[src/rtl/return_address_stack.sv]
// Return-address stack feeding the RA operand of the instruction address generator.
// Circular storage: a push while full silently replaces the oldest entry.
module return_address_stack #(
   parameter int DEPTH      = 8,
   parameter int AW         = 32,
   parameter int RET_OFFSET = 1,
   localparam int PW        = $clog2(DEPTH),
   localparam int CW        = PW + 1
) (
   input  logic          Clock,
   input  logic          Reset_n,
   input  logic          Push,
   input  logic          Pop,
   input  logic          Clear,
   input  logic [AW-1:0] PushAddr,
   output logic [AW-1:0] RA,
   output logic [CW-1:0] Count,
   output logic          Empty,
   output logic          Full,
   output logic          Overflow,
   output logic          Underflow
);

   logic [AW-1:0] mem_q [DEPTH];
   logic [PW-1:0] top_q, top_d;
   logic [CW-1:0] count_q, count_d;
   logic          ovf_q, ovf_d;
   logic          unf_q, unf_d;

   logic          mem_we_s;
   logic [PW-1:0] mem_waddr_s;
   logic [AW-1:0] push_val_s;
   logic [PW-1:0] rd_idx_s;
   logic          empty_s;
   logic          full_s;

   assign push_val_s = PushAddr + AW'(RET_OFFSET);
   assign empty_s    = (count_q == {CW{1'b0}});
   assign full_s     = (count_q == CW'(DEPTH));
   assign rd_idx_s   = top_q - PW'(1);

   // Next-state decode in priority order: Clear, Push&Pop, Push, Pop, idle.
   always_comb begin
      top_d       = top_q;
      count_d     = count_q;
      ovf_d       = ovf_q;
      unf_d       = unf_q;
      mem_we_s    = 1'b0;
      mem_waddr_s = top_q;
      if (Clear) begin
         top_d   = {PW{1'b0}};
         count_d = {CW{1'b0}};
         ovf_d   = 1'b0;
         unf_d   = 1'b0;
      end else if (Push && Pop) begin
         mem_we_s = 1'b1;
         if (!empty_s) begin
            // Return immediately followed by a call: replace top in place.
            mem_waddr_s = rd_idx_s;
         end else begin
            mem_waddr_s = top_q;
            top_d       = top_q + PW'(1);
            count_d     = CW'(1);
         end
      end else if (Push) begin
         mem_we_s    = 1'b1;
         mem_waddr_s = top_q;
         top_d       = top_q + PW'(1);
         if (full_s) begin
            ovf_d = 1'b1;
         end else begin
            count_d = count_q + CW'(1);
         end
      end else if (Pop) begin
         if (empty_s) begin
            unf_d = 1'b1;
         end else begin
            top_d   = rd_idx_s;
            count_d = count_q - CW'(1);
         end
      end else begin
         top_d = top_q;
      end
   end

   // Control state: pointer, occupancy and sticky error flags.
   always_ff @(posedge Clock or negedge Reset_n) begin
      if (!Reset_n) begin
         top_q   <= {PW{1'b0}};
         count_q <= {CW{1'b0}};
         ovf_q   <= 1'b0;
         unf_q   <= 1'b0;
      end else begin
         top_q   <= top_d;
         count_q <= count_d;
         ovf_q   <= ovf_d;
         unf_q   <= unf_d;
      end
   end

   // Storage array; contents are meaningless while Count says the slot is free.
   always_ff @(posedge Clock) begin
      if (mem_we_s) begin
         mem_q[mem_waddr_s] <= push_val_s;
      end
   end

   assign RA        = empty_s ? {AW{1'b0}} : mem_q[rd_idx_s];
   assign Count     = count_q;
   assign Empty     = empty_s;
   assign Full      = full_s;
   assign Overflow  = ovf_q;
   assign Underflow = unf_q;

endmodule

[config.mk]
export PLATFORM = sky130hd
export DESIGN_NAME = return_address_stack
export DESIGN_NICKNAME = d
export VERILOG_FILES = /design/src/rtl/return_address_stack.sv
export SDC_FILE = /design/constraint.sdc
export NUM_CORES = 1
export LEC_CHECK = 0
export CORE_ASPECT_RATIO = 1.25
export CORE_MARGIN = 2
export CORE_UTILIZATION = 50
export DETAILED_ROUTE_END_ITERATION = 8
export PLACE_DENSITY = 0.69
export SYNTH_ARGS = -nofsm -noshare
export SYNTH_HDL_FRONTEND = slang
export SYNTH_SLANG_ARGS = --single-unit
[constraint.sdc]
create_clock -name Clock -period 5.1 [get_ports Clock]
set_input_delay 1.53 -clock Clock [delete_from_list [all_inputs] [get_ports Clock]]
set_output_delay 1.53 -clock Clock [all_outputs]
set_load 0.02 [all_outputs]
==> flow_metrics.env <==
export IMPL_hold_buffers=0
export IMPL_hold_ws_ns=0.5030
export IMPL_num_antenna_cells=0
export IMPL_synthesis_area_mm2=0.01104
export IMPL_grt_pass1_wl_mm=35.24
export IMPL_cts_root_buf="sky130_fd_sc_hd__clkbuf_16"
export IMPL_io_buffer_count=76
export IMPL_initial_core_util=0.5107
export IMPL_synth_edff_count=256
export IMPL_hold_start="Underflow$_DFFE_PN0P_"
export IMPL_fraction_of_final_layout_cells_with_drive_strength_greater_than_1=0.1826
export IMPL_numnets_final=751
export IMPL_detailedRoute_firstIterationViolations=352
export IMPL_cts_repair_resized=0
export IMPL_final_hold_violation_count=0
export IMPL_cts_htree_levels=1
export IMPL_cellPowerDensity_mw_per_mm2=491.7
export IMPL_yosysSeqAreaShare=0.7166
export IMPL_num_rows=60
export IMPL_cpPeakStageDelay_ns=0.65
export IMPL_mostFrequentLayoutCells="sky130_fd_sc_hd__edfxtp_1 (256), sky130_fd_sc_hd__nand2_1 (77), sky130_fd_sc_hd__clkdlybuf4s50_1 (76), sky130_fd_sc_hd__mux4_2 (64), sky130_fd_sc_hd__a21oi_1 (34)"
export IMPL_first_global_vias=6239
export IMPL_design_portCount=77
export IMPL_final_setup_viol_count=0
export IMPL_timing_max_transition_violations_final=0
export IMPL_timing_final_crit_period_ns=4.607
export IMPL_detailedRoute_firstPassIterationCount=5
export IMPL_layout_worst_path_cycle_share=0.9034
export IMPL_worstSkewPairLatency_ns=0.52
export IMPL_crit_path_start="top_q[1]$_DFFE_PN0P_"
export IMPL_clock_sinks=265
export IMPL_wl_per_cell_um=23.00
export IMPL_floorplan_core_area_mm2=0.02162
export IMPL_cts_repair_timing_setup_buffer_count=0
export IMPL_postRouteWirelength_mm=23.05
export IMPL_asyncSetResetFlopFracSynth=0.03396
export IMPL_power_leakage_nw=4.211
export IMPL_synth_seq_cells=265
export IMPL_tritoncts_num_buffers=24
export IMPL_worstSetupEndpointType="output pin"
export IMPL_synth_area_per_cell_um2=17.84
export IMPL_timing_setup_critical_path_class="reg2out"
export IMPL_rsz0062_at_grt="no"
export IMPL_max_slew_margin_rel=0.3632
export IMPL_final_setup_tns_ns=0
export IMPL_syn_inst=619
export IMPL_final_common_cell="sky130_fd_sc_hd__edfxtp_1"
export IMPL_timing_critical_path_slowest_stage_cell="sky130_fd_sc_hd__clkdlybuf4s50_1"
export IMPL_timing_hold_worst_class="reg2reg"
export IMPL_initial_antenna_violation_count=0
export IMPL_status="complete, no violations"
export IMPL_worst_r2r_startpoint="top_q[1]$_DFFE_PN0P_"
export IMPL_synth_top_flop_cell="sky130_fd_sc_hd__edfxtp_1"
export IMPL_worst_ep_arrival_time_ns=3.08
export IMPL_num_vias=5805
export IMPL_max_cap_violations=0
export IMPL_routed_via_density=5.793
export IMPL_crit_path_cells="inv_1, ha_2, buf_4, mux4_2, nand2_1, a21oi_1, clkdlybuf4s50_1"
export IMPL_syn_nets=662
export IMPL_die_width_um=136.9
export IMPL_place_gp_congestion=0.7819
export IMPL_syn2layout_area_growth_pct=18.76
export IMPL_cts_tree="yes"
export IMPL_antenna_violating_nets_post_route=0
export IMPL_die_area_mm2=0.02330
export IMPL_clk_path_buf_depth=3
export IMPL_worst_case_vdd_ir_drop_mv=0.3186
export IMPL_setup_worst_path_start_class="flop"
export IMPL_grt_overflow=0
export IMPL_worst_endpoint_required_ns=3.57
export IMPL_die_h_um=170.1
export IMPL_fin_skew_ns=0.01047
export IMPL_drt_drc_violations_left=0
export IMPL_synthDistinctLibCells=45
export IMPL_tightestPinTransition_ns=0.9479
export IMPL_worstPathMaxFanout=25
export IMPL_maxClockFrequency_mhz=217.1
export IMPL_worst_setup_hold_path_clk_slew_ns=0.07
export IMPL_synth_warning_count=0
export IMPL_pin_count_of_the_biggest_net_entering_global_routing=67
export IMPL_global_route_usage_total=0.2036
export IMPL_hpwl_mm=13.61
[where the power goes]
| group | switching, W | internal [W] |
|---|---|---|
| logic | 0.00116 | 0.000932 |
| registers | 0.0000558 | 0.00253 |
| clock network | 0.000731 | 0.00104 |
| total | 0.00194 | 0.00450 |
[metrics by stage]
step	std cells	util	setup WS [ns]	total power, W	area (um^2)
6_report	1002	0.6065	0.4928	0.006448	13110
5_1_grt	1002	0.6065	0.3835	0.006715	13110
4_1_cts	1002	0.6065	0.4773	0.006528	13110
3_5_place_dp	961	0.5708	0.9780	0.004746	12340
3_3_place_gp	961	0.5708	1.072	0.004721	12340
2_1_floorplan	619	-	0.9451	0.003881	11040
[per-layer routing]
layer | GRT usage | share of wire
met3 | 0.02711 | 0.056
met4 | 0.06768 | 0.024
met1 | 0.2480 | 0.38
met5 | 0 | 0
met2 | 0.3724 | 0.54
[synthesized netlist by cell type, drive strengths merged, types with 3 or more instances]
master,n,area (um^2)
xnor2,29,254.0
dfrtp,9,225.2
ha,5,62.56
mux4,64,1441
a32oi,3,26.28
nand2b,5,31.28
buf,9,48.80
a211oi,4,42.54
edfxtp,256,7687
nor2,16,60.06
and3,7,43.79
nor3,6,30.03
and4,4,35.03
nand4b,3,26.28
nand2,77,289.0
nand4,11,68.82
xor2,7,61.31
nand3,10,50.05
inv,11,41.29
clkbuf,22,82.58
nor2b,3,18.77
and2,3,18.77
a21oi,34,170.2
[cells by family after synthesis]
| kind of cell | share of synthesized area |
|---|---|
| and+or+nand+nor | 0.06833 |
| xor gates and xnor gates | 0.02856 |
| DFF | 0.7166 |
| AOI/OAI and AO/OA | 0.03003 |
| adders and majority gates | 0.007479 |
| muxes | 0.1334 |
| buffers and inverters | 0.01564 |
[critical path, delay by kind of cell (launching register included)]
kind / cells / cell delay [ns]
adders and majority gates: 1 / 0.43
buffers and inverters: 3 / 1.13
muxes: 1 / 0.26
and+or+nand+nor: 1 / 0.05
AOI/OAI and AO/OA: 1 / 0.22
DFF: 1 / 0.45
[sequential cells by signal, indices dropped and copies added (netlist names)]
signal / count
Overflow: 1
top_q: 3
Underflow: 1
mem_q: 256
Count: 4
[cell type report]
type	count	area, um^2
clock buffer	30	644.4
clock inverter	11	128.9
fill	1564	8507
inverter	11	41.29
multi-input combinational	312	3000
sequential	265	7916
tap	279	349.1
timing repair buffer	94	1033
[path summary, 6_finish.rpt]
| path | cells after the start | to | slack (ns) |
|---|---|---|---|
| worst max-delay path | 7 | RA[18] | 0.49 |
| worst min-delay path | 2 | Underflow$_DFFE_PN0P_ | 0.50 |
| worst max register to register | 8 | mem_q[4][6]$_DFFE_PP_ | 2.24 |
| worst min register to register | 2 | Underflow$_DFFE_PN0P_ | 0.50 |
| max in group asynchronous | 1 | top_q[0]$_DFFE_PN0P_ | 3.43 |
| min in group asynchronous | 1 | Underflow$_DFFE_PN0P_ | 1.32 |
No activity file was read; power rests on OpenSTA's default activity.
